File: config.mk
export PLATFORM = sky130hd
export DESIGN_NAME = posit_decode_pipe
export DESIGN_NICKNAME = d
export VERILOG_FILES = /design/src/rtl/posit_decode_pkg.sv /design/src/rtl/posit_regime_detect.sv /design/src/rtl/posit_decode_pipe.sv
export SDC_FILE = /design/constraint.sdc
export NUM_CORES = 1
export LEC_CHECK = 0
export ABC_AREA = 1
export CORE_AREA = 2 2 76 78
export CTS_CLUSTER_SIZE = 20
export DETAILED_ROUTE_END_ITERATION = 8
export DIE_AREA = 0 0 78 80
export PLACE_DENSITY_LB_ADDON = 0.15
export SYNTH_ARGS = -nofsm -noshare
export SYNTH_HDL_FRONTEND = slang
export SYNTH_SLANG_ARGS = --single-unit
export TNS_END_PERCENT = 10
File: constraint.sdc
create_clock -name clk -period 3.7 [get_ports clk]
set_input_delay 0.555 -clock clk [delete_from_list [all_inputs] [get_ports clk]]
set_output_delay 0.555 -clock clk [all_outputs]
set_load 0.02 [all_outputs]
File: src/rtl/posit_decode_pkg.sv
// Shared widths and types for the posit decoder.
// Width helpers keep derived sizes consistent between the pipe and its users.
package posit_decode_pkg;

  localparam int DEF_N_BITS  = 16;
  localparam int DEF_ES_BITS = 2;

  function automatic int calc_scale_w(input int n_bits, input int es_bits);
    return $clog2(n_bits) + es_bits + 1;
  endfunction

  function automatic int calc_frac_w(input int n_bits, input int es_bits);
    return n_bits - 3 - es_bits;
  endfunction

  localparam int DEF_SCALE_W = calc_scale_w(DEF_N_BITS, DEF_ES_BITS);
  localparam int DEF_FRAC_W  = calc_frac_w(DEF_N_BITS, DEF_ES_BITS);

  typedef struct packed {
    logic                   sign;
    logic [DEF_SCALE_W-1:0] scale;
    logic [DEF_FRAC_W:0]    mant;
    logic                   zero;
    logic                   nar;
  } posit_decoded_t;

endpackage

File: src/rtl/posit_regime_detect.sv
// Regime run-length detector: counts the leading run of the posit body and
// returns the bits after the run terminator, left-aligned and zero-filled.
module posit_regime_detect import posit_decode_pkg::*; #(
  parameter  int N_BITS = DEF_N_BITS,
  localparam int KW     = $clog2(N_BITS)
) (
  input  logic [N_BITS-2:0] body,
  output logic [KW-1:0]     k,
  output logic [N_BITS-4:0] rem
);

  logic [N_BITS-2:0] inv;
  logic [KW-1:0]     pos;
  logic              found;

  // Inverting on polarity turns the run into leading zeros for both signs of regime.
  assign inv = body[N_BITS-2] ? ~body : body;

  always_comb begin
    pos   = '0;
    found = 1'b0;
    for (int i = 0; i < N_BITS-1; i++) begin
      if (inv[i]) begin
        pos   = KW'(i);
        found = 1'b1;
      end
    end
  end

  assign k = found ? (KW'(N_BITS-2) - pos) : KW'(N_BITS-1);

  // The top two body bits are always consumed (k >= 1 plus terminator), so
  // shifting the lower body by k-1 equals skipping k+1 bits of the full body.
  assign rem = body[N_BITS-4:0] << (k - KW'(1));

endmodule

File: src/rtl/posit_decode_pipe.sv
// Two-stage posit decoder with valid/ready on both sides.
// Define POSIT_DECODE_TAG_EN to carry a TAG_W-bit sideband tag with each word.
module posit_decode_pipe import posit_decode_pkg::*; #(
  parameter  int N_BITS  = DEF_N_BITS,
  parameter  int ES_BITS = DEF_ES_BITS,
`ifdef POSIT_DECODE_TAG_EN
  parameter  int TAG_W   = 4,
`endif
  localparam int SCALE_W = calc_scale_w(N_BITS, ES_BITS),
  localparam int FRAC_W  = calc_frac_w(N_BITS, ES_BITS)
) (
  input  logic               clk,
  input  logic               rst_n,
  input  logic               in_valid,
  output logic               in_ready,
  input  logic [N_BITS-1:0]  in_posit,
`ifdef POSIT_DECODE_TAG_EN
  input  logic [TAG_W-1:0]   in_tag,
  output logic [TAG_W-1:0]   out_tag,
`endif
  output logic               out_valid,
  input  logic               out_ready,
  output logic               out_sign,
  output logic [SCALE_W-1:0] out_scale,
  output logic [FRAC_W:0]    out_mant,
  output logic               out_zero,
  output logic               out_nar
);

  localparam int STAGES = 2;
  localparam int KW     = $clog2(N_BITS);

  logic [STAGES:1]   vld_pipe;
  logic              s1_en, s2_en;
  logic              s1_sign, s1_zero, s1_nar;
  logic [N_BITS-2:0] s1_body;
  logic [N_BITS-2:0] body_d;
`ifdef POSIT_DECODE_TAG_EN
  logic [TAG_W-1:0]  s1_tag;
`endif

  assign s2_en     = !vld_pipe[2] || out_ready;
  assign s1_en     = !vld_pipe[1] || s2_en;
  assign in_ready  = s1_en;
  assign out_valid = vld_pipe[2];

  // Low bits of the two's complement are all that the body needs.
  assign body_d = in_posit[N_BITS-1] ? -in_posit[N_BITS-2:0] : in_posit[N_BITS-2:0];

  logic [KW-1:0]      k;
  logic [N_BITS-4:0]  rem;
  logic [SCALE_W-1:0] k_x, r_val, scale_d;
  logic [FRAC_W:0]    mant_d;
  logic               special;

  posit_regime_detect #(.N_BITS(N_BITS)) u_regime (
    .body (s1_body),
    .k    (k),
    .rem  (rem)
  );

  assign k_x     = SCALE_W'(k);
  assign r_val   = s1_body[N_BITS-2] ? (k_x - SCALE_W'(1)) : (SCALE_W'(0) - k_x);
  // Exponent sits in the top ES_BITS of rem; the low bits of r<<ES are free for it.
  assign scale_d = (r_val << ES_BITS) | SCALE_W'(rem >> FRAC_W);
  assign mant_d  = {1'b1, rem[FRAC_W-1:0]};
  assign special = s1_zero || s1_nar;

  always_ff @(posedge clk or negedge rst_n) begin
    if (!rst_n) begin
      vld_pipe  <= '0;
      s1_sign   <= 1'b0;
      s1_zero   <= 1'b0;
      s1_nar    <= 1'b0;
      s1_body   <= '0;
      out_sign  <= 1'b0;
      out_scale <= '0;
      out_mant  <= '0;
      out_zero  <= 1'b0;
      out_nar   <= 1'b0;
`ifdef POSIT_DECODE_TAG_EN
      s1_tag    <= '0;
      out_tag   <= '0;
`endif
    end else begin
      if (s1_en) begin
        vld_pipe[1] <= in_valid;
        if (in_valid) begin
          s1_sign <= in_posit[N_BITS-1];
          s1_zero <= (in_posit == '0);
          s1_nar  <= (in_posit == {1'b1, {(N_BITS-1){1'b0}}});
          s1_body <= body_d;
`ifdef POSIT_DECODE_TAG_EN
          s1_tag  <= in_tag;
`endif
        end
      end
      if (s2_en) begin
        vld_pipe[2] <= vld_pipe[1];
        if (vld_pipe[1]) begin
          out_sign  <= s1_sign;
          out_scale <= special ? '0 : scale_d;
          out_mant  <= special ? '0 : mant_d;
          out_zero  <= s1_zero;
          out_nar   <= s1_nar;
`ifdef POSIT_DECODE_TAG_EN
          out_tag   <= s1_tag;
`endif
        end
      end
    end
  end

endmodule
Word-level counts from Yosys, hierarchy flattened
Cells that the tools add are included.
{"block": "classes", "n_shift": 1, "bitwise_logic": 2, "n_reduce_logical": 8, "n_eq_ne": 1, "muxes": 35, "addsub": 5}
{"operator": "$mux 4", "n": 8}
{"operator": "$mux 15", "n": 2}
{"operator": "$eq 16x16->1 const B", "n": 1}
{"operator": "$logic_not 16->1", "n": 1}
{"operator": "$mux 1", "n": 16}
{"operator": "$neg 15->15", "n": 1}
{"operator": "$not 15->15", "n": 1}
{"operator": "$shl 13x4->13", "n": 1}
{"operator": "$mux 12", "n": 1}
{"operator": "$mux 3", "n": 4}
{"operator": "$mux 7", "n": 1}
{"operator": "$or 7x2->7", "n": 1}
{"operator": "$mux 5", "n": 1}
{"operator": "$sub 1x4->5 const A", "n": 1}
{"operator": "$sub 4x1->5 const B", "n": 1}
{"operator": "$mux 2", "n": 2}
{"operator": "$reduce_and 2->1", "n": 2}
{"operator": "$sub 4x1->4 const B", "n": 1}
{"operator": "$sub 4x4->4 const A", "n": 1}
{"operator": "$logic_or 1x1->1", "n": 3}
{"operator": "$logic_not 1->1", "n": 2}
{"block": "word_totals", "reg_bits": 42, "inputBits": 20, "elab_cells": 63}

Depth between registers and ports, before layout
{"block": "logic_depth", "ltp_word": 22, "mapped_depth": 29, "ltp_nobuf": 26}

Cells and area by module
Synthesis repeated with hierarchy kept, for this count alone.
{"block": "unflattened", "hier_cells": 463, "hier_area_um2": 3148.0}
{"mod": "posit_decode_pipe", "seq_area_each_um2": 1051.0, "area_each_um2": 2092.0, "cells_per_inst": 259, "instances": 1}
{"mod": "posit_regime_detect", "seq_area_each_um2": 0.0, "area_each_um2": 1056.0, "cells_per_inst": 204, "instances": 1}

Worst setup path before layout
OpenSTA, ideal clock, no wires.
{"block": "synth_timing", "kind": "register to register", "start": "reg s1_body[14]", "end": "reg out_mant[10]", "t_arrival_ns": 2.905, "path_slack_ns": 0.674, "path_buffers": 4, "stages_incl_launch_ff": 25, "setup_time_ns": 0.121, "cell_sequence": "dfrtp_1 > buf_6 > buf_6 > xnor2_2 > nand2_1 > nand2_1 > nand2_1 > nand2_1 > nand2_1 > nand2_1 > nand2_1 > nand2_1 > buf_4 > nand2_2 > ha_1 > nand2_1 > inv_1 > ha_1 > inv_1 > clkbuf_1 > nand2_1 > nand2_1 > nor2_1 > a21boi_0 > nand2_1"}
{"block": "synth_via", "elab_chain_cells": 20, "word_cells_on_any_way": 36}
{"element": "start, declared", "line": "posit_decode_pipe.sv:36", "rtl": "logic [N_BITS-2:0] s1_body;"}
{"element": "start signal, assigned", "line": "posit_decode_pipe.sv:92", "rtl": "s1_body <= body_d;"}
{"element": "$mux 15 (*)", "line": "posit_regime_detect.sv:17", "rtl": "assign inv = body[N_BITS-2] ? ~body : body;"}
{"element": "$mux 1", "line": "posit_regime_detect.sv:23", "rtl": "if (inv[i]) begin"}
{"element": "$mux 2 / $mux 1 (equally long branches) (2 in series)", "line": "posit_regime_detect.sv:23"}
{"element": "$mux 3 / $mux 1 (equally long branches) (4 in series)", "line": "posit_regime_detect.sv:23"}
{"element": "$mux 4 / $mux 1 (equally long branches) (7 in series)", "line": "posit_regime_detect.sv:23"}
{"element": "$sub 4x4->4 / $mux 1 (equally long branches)", "line": "posit_regime_detect.sv:30, posit_regime_detect.sv:23"}
{"element": "$mux 4 (*)", "line": "posit_regime_detect.sv:30", "rtl": "assign k = found ? (KW'(N_BITS-2) - pos) : KW'(N_BITS-1);"}
{"element": "$sub 4x1->4 (*)", "line": "posit_regime_detect.sv:34", "rtl": "assign rem = body[N_BITS-4:0] << (k - KW'(1));"}
{"element": "$shl 13x4->13 (*)", "line": "posit_regime_detect.sv:34"}
{"element": "$mux 12 (*)", "line": "posit_decode_pipe.sv:103", "rtl": "out_mant <= special ? '0 : mant_d;"}
{"element": "end signal, assigned", "line": "posit_decode_pipe.sv:103"}
{"element": "end, declared", "line": "posit_decode_pipe.sv:25", "rtl": "output logic [FRAC_W:0] out_mant,"}
Every way passes the cells marked *; elsewhere a longest branch is shown, timed or not.
A chain may end at the register's enable or synchronous reset.

Worst setup path in the final report
Ends and elaborated chain as after synthesis.

==> run_summary.xml <==
<?xml version="1.0" encoding="UTF-8"?>
<metrics>
  <group name="setup_path">
    <metric name="r2r_slack" unit="ps">400</metric>
    <metric name="worst_r2r_endpoint" unit="">out_mant[10]</metric>
    <metric name="crit_buf_inv" unit="">3</metric>
    <metric name="path_cells" unit="">buf_4, xnor2_1, nand2_1, nand2_1, nand2_1, nand2_1, nand2_1, nand2_1, nand2_1, nand2_1, nand2_1, nand2_1, nand2_2, ha_1, nand2_1, inv_1, ha_1, inv_1, nand2_1, nand2_1, nor2_1, a21boi_0, nand2_1</metric>
    <metric name="setup.worst_path.class" unit="">reg -&gt; reg</metric>
    <metric name="worst-path-max-fanout" unit="">12</metric>
    <metric name="crit_top_cell" unit="">sky130_fd_sc_hd__nand2_1</metric>
    <metric name="critical_path_required_time" unit="ps">3900</metric>
    <metric name="timing.reg2reg.worst_path_depth" unit="">23</metric>
    <metric name="worstReg2RegStart" unit="">s1_body[14]</metric>
    <metric name="setup.worst_path.end_class" unit="">flip-flop</metric>
    <metric name="critical-path-max-stage-delay" unit="ps">660</metric>
    <metric name="worst_path_dominant_cell_family" unit="">simple AND/OR/NAND/NOR gates</metric>
    <metric name="critical_path_arrival" unit="ps">3500</metric>
    <metric name="start_kind" unit="">flip-flop</metric>
    <metric name="worst_path_max_delay_cell" unit="">sky130_fd_sc_hd__dfrtp_1</metric>
  </group>
  <group name="clock_network">
    <metric name="post_cts_buffers" unit="">0</metric>
    <metric name="cts.path.max_buffers" unit="">2</metric>
    <metric name="cts.reportedPaths.clkPinSlew" unit="ps">90</metric>
    <metric name="post_cts_resize_count" unit="">0</metric>
    <metric name="tritoncts_num_sinks" unit="">42</metric>
    <metric name="cts.htree.levels" unit="">2</metric>
    <metric name="tritoncts_clock_tree" unit="">yes</metric>
    <metric name="clock-root-buffer" unit="">sky130_fd_sc_hd__clkbuf_8</metric>
    <metric name="cts.hold.buffers_added" unit="">0</metric>
    <metric name="number_of_buffers_added_by_the_clock_tree_synthesis_step" unit="">5</metric>
    <metric name="worst_skew_pair_later_pin_latency" unit="ps">300</metric>
  </group>
  <group name="placement">
    <metric name="place_congestion" unit="">0.895</metric>
    <metric name="post-place-ws" unit="ps">445</metric>
    <metric name="hpwlAfterDp" unit="mm">4.93</metric>
    <metric name="placed_cells" unit="">497</metric>
    <metric name="placement.io_buffers" unit="">43</metric>
    <metric name="detailed_place.area" unit="mm²">0.00330</metric>
  </group>
  <group name="yosys">
    <metric name="post_synth_inst_count" unit="">391</metric>
    <metric name="postSynthNetCount" unit="">414</metric>
    <metric name="post_synthesis_sequential_area_ratio" unit="%">37.2</metric>
    <metric name="synth_area_per_cell" unit="µm²">7.23</metric>
    <metric name="synthAdderAreaFrac" unit="%">1.33</metric>
    <metric name="synthMuxAreaShare" unit="%">0</metric>
    <metric name="synth_compound_gate_area_share" unit="%">9.96</metric>
    <metric name="synth_flop_cell" unit="">sky130_fd_sc_hd__dfrtp_1</metric>
    <metric name="async_set_or_reset_register_ratio_after_synthesis" unit="%">100</metric>
    <metric name="synth_edf_count" unit="">0</metric>
    <metric name="synth-warning-count" unit="">0</metric>
    <metric name="synth_top_family_by_area" unit="">simple AND/OR/NAND/NOR gates</metric>
    <metric name="postSynthRegisterBits" unit="">42</metric>
    <metric name="combined_area_of_all_synthesized_cells" unit="mm²">0.00283</metric>
    <metric name="synth-simple-area-share" unit="%">34.2</metric>
    <metric name="synth.distinct_cells" unit="">35</metric>
    <metric name="synthXorXnorAreaFrac" unit="%">9.73</metric>
  </group>
  <group name="drt">
    <metric name="routed-via-count" unit="">2615</metric>
    <metric name="drcViolationCount" unit="">0</metric>
    <metric name="pre_repair_dr_iteration_count" unit="">4</metric>
    <metric name="wl" unit="mm">6.49</metric>
    <metric name="drtAntennaViolNets" unit="">0</metric>
    <metric name="drt_iter0_markers" unit="">200</metric>
    <metric name="detail_route.wl_per_cell" unit="µm">12.8</metric>
    <metric name="via_per_inst" unit="">5.18</metric>
  </group>
  <group name="global_route">
    <metric name="first_pass_grt_wire_length" unit="mm">11.4</metric>
    <metric name="grt_start_max_net_pins" unit="">43</metric>
    <metric name="antenna_found_initial" unit="">0</metric>
    <metric name="first_global_vias" unit="">2492</metric>
    <metric name="grt_usage" unit="%">23.4</metric>
    <metric name="grt_remaining_overflow" unit="">0</metric>
  </group>
  <group name="layout">
    <metric name="finalInstanceArea" unit="mm²">0.00339</metric>
    <metric name="number_of_nets_in_the_layout" unit="">455</metric>
    <metric name="commonest_cells_after_routing_fill_and_taps_aside" unit="">133 x sky130_fd_sc_hd__nand2_1, 42 x sky130_fd_sc_hd__clkdlybuf4s50_1, 42 x sky130_fd_sc_hd__dfrtp_1</metric>
    <metric name="utilization" unit="%">62.7</metric>
    <metric name="final_cells" unit="">505</metric>
    <metric name="layout.cells.most_common" unit="">sky130_fd_sc_hd__nand2_1</metric>
    <metric name="final_layout_size_suffix_gt1_share" unit="%">8.31</metric>
    <metric name="num_antenna_cells" unit="">0</metric>
    <metric name="area_delta_synth_final" unit="%">19.8</metric>
  </group>
  <group name="die">
    <metric name="design.core.area" unit="mm²">0.00541</metric>
    <metric name="floorplan.die_area" unit="mm²">0.00624</metric>
    <metric name="std_cell_rows" unit="">27</metric>
    <metric name="die_width" unit="µm">78</metric>
    <metric name="ios" unit="">44</metric>
    <metric name="dieHeight" unit="µm">80</metric>
    <metric name="initial_core_util" unit="%">52.3</metric>
  </group>
  <group name="timing">
    <metric name="setup_viol" unit="">0</metric>
    <metric name="finalHoldViolCount" unit="">0</metric>
    <metric name="clock_skew" unit="ps">14.1</metric>
    <metric name="setup-tns-final" unit="ps">0</metric>
    <metric name="grt_setup_unrepaired" unit="">no</metric>
    <metric name="max_clock_freq" unit="GHz">0.303</metric>
    <metric name="transition_time_of_the_tightest_slew_check_pin" unit="ps">948</metric>
    <metric name="post-route-period-util" unit="%">89.1</metric>
    <metric name="period_minus_slack" unit="ps">3300</metric>
    <metric name="setup_slack" unit="ps">404</metric>
    <metric name="maxSlewHeadroom" unit="%">36.8</metric>
    <metric name="number_of_pins_with_negative_max_slew_slack_in_the_final_report" unit="">0</metric>
  </group>
  <group name="flow_run">
    <metric name="cap_viol_max_count" unit="">0</metric>
  </group>
  <group name="status">
    <metric name="status" unit="">finished clean</metric>
  </group>
  <group name="hold_path">
    <metric name="min_path_type" unit="">in -&gt; async</metric>
  </group>
  <group name="power">
    <metric name="p_leak" unit="nW">1.64</metric>
    <metric name="cellPowerDensity" unit="mW/mm²">822</metric>
    <metric name="ir_drop" unit="mV">0.424</metric>
  </group>
</metrics>
-- final cells by class --
class                      count  area [µm²]
clock inverter                 3        21.3
inverter                      31         116
timing repair buffer          50         478
fill                         527        2020
clock buffer                   5        68.8
multi-input combinational    302        1560
sequential                    42        1050
tap                           72        90.1
-- cells in the mapped netlist (3+ instances only) --
library cell | instances | share of area (%)
sky130_fd_sc_hd__xor2_1 | 10 | 3.1
sky130_fd_sc_hd__clkbuf_1 | 8 | 1.1
sky130_fd_sc_hd__o41ai_1 | 3 | 0.93
sky130_fd_sc_hd__o21ai_1 | 6 | 1.1
sky130_fd_sc_hd__nand2_2 | 5 | 1.1
sky130_fd_sc_hd__nand2_1 | 133 | 18
sky130_fd_sc_hd__nand4_1 | 10 | 2.2
sky130_fd_sc_hd__xnor2_2 | 4 | 2.3
sky130_fd_sc_hd__a21oi_1 | 7 | 1.2
sky130_fd_sc_hd__nor2_1 | 25 | 3.3
sky130_fd_sc_hd__inv_1 | 28 | 3.7
sky130_fd_sc_hd__nor3_1 | 3 | 0.53
sky130_fd_sc_hd__ha_1 | 3 | 1.3
sky130_fd_sc_hd__dfrtp_1 | 42 | 37
sky130_fd_sc_hd__buf_6 | 4 | 1.6
sky130_fd_sc_hd__o21ai_0 | 25 | 4.4
sky130_fd_sc_hd__nand3_1 | 37 | 6.5
sky130_fd_sc_hd__inv_2 | 3 | 0.40
sky130_fd_sc_hd__xnor2_1 | 14 | 4.3
-- sequential cells by signal, indices dropped and copies added (netlist names) --
name / cells
vld_pipe: 2
out_zero: 1
out_nar: 1
s1_nar: 1
s1_zero: 1
out_mant: 12
s1_sign: 1
out_scale: 7
s1_body: 15
out_sign: 1
-- routing by layer --
| layer | vias to the layer above | wire, µm | global-route usage [%] | share of wire [%] |
|---|---|---|---|---|
| met2 | 57 | 3040 | 37.9 | 47 |
| li1 | 1352 | - | - | - |
| met5 | - | 0 | 0 | 0 |
| met4 | 0 | 127 | 9.65 | 2.0 |
| met3 | 12 | 275 | 4.30 | 4.2 |
| met1 | 1194 | 3050 | 30.9 | 47 |
-- cells by family after synthesis --
group | after synthesis
flip-flops | 42
XOR/XNOR | 28
AO/OA/AOI/OAI | 49
buffers and inverters | 47
AND/OR/NAND/NOR | 222
adder cells (fa/ha/maj) | 3
-- worst reg2reg max path, cell delays in order, from the launching register on --
cell and delay [ps]:
sky130_fd_sc_hd__dfrtp_1 660, sky130_fd_sc_hd__buf_4 300, sky130_fd_sc_hd__xnor2_1 150, sky130_fd_sc_hd__nand2_1 70, sky130_fd_sc_hd__nand2_1 50, sky130_fd_sc_hd__nand2_1 50
sky130_fd_sc_hd__nand2_1 60, sky130_fd_sc_hd__nand2_1 40, sky130_fd_sc_hd__nand2_1 50, sky130_fd_sc_hd__nand2_1 40, sky130_fd_sc_hd__nand2_1 60, sky130_fd_sc_hd__nand2_1 50
sky130_fd_sc_hd__nand2_1 90, sky130_fd_sc_hd__nand2_2 70, sky130_fd_sc_hd__ha_1 330, sky130_fd_sc_hd__nand2_1 70, sky130_fd_sc_hd__inv_1 40, sky130_fd_sc_hd__ha_1 280
sky130_fd_sc_hd__inv_1 250, sky130_fd_sc_hd__nand2_1 100, sky130_fd_sc_hd__nand2_1 90, sky130_fd_sc_hd__nor2_1 50, sky130_fd_sc_hd__a21boi_0 160, sky130_fd_sc_hd__nand2_1 70
-- through the flow --
step,hold WS (ps),total power [mW]
2_1_floorplan,259,2.03
3_3_place_gp,464,2.46
3_5_place_dp,465,2.48
4_1_cts,426,2.79
5_1_grt,475,3.08
6_report,386,2.78
-- where the power goes --
group | switching (mW) | total (mW) | internal (mW) | leakage [nW]
logic | 1.07 | 1.78 | 0.711 | 1.07
registers | 0.105 | 0.698 | 0.593 | 0.523
clock network | 0.168 | 0.301 | 0.133 | 0.0441
total | 1.35 | 2.78 | 1.44 | 1.64
-- how the worst max path moves through the flow --
stage	start	to	slack [ps]	cells after the start
floorplan	s1_body[14]	out_mant[10]	670	24
global placement	s1_body[14]	out_mant[10]	520	23
detailed placement	s1_body[14]	out_mant[10]	450	23
CTS	s1_body[14]	out_mant[10]	440	23
global route	s1_body[14]	out_mant[10]	40	22
finish	s1_body[14]	out_mant[10]	400	23
No activity file was read; power rests on OpenSTA's default activity.
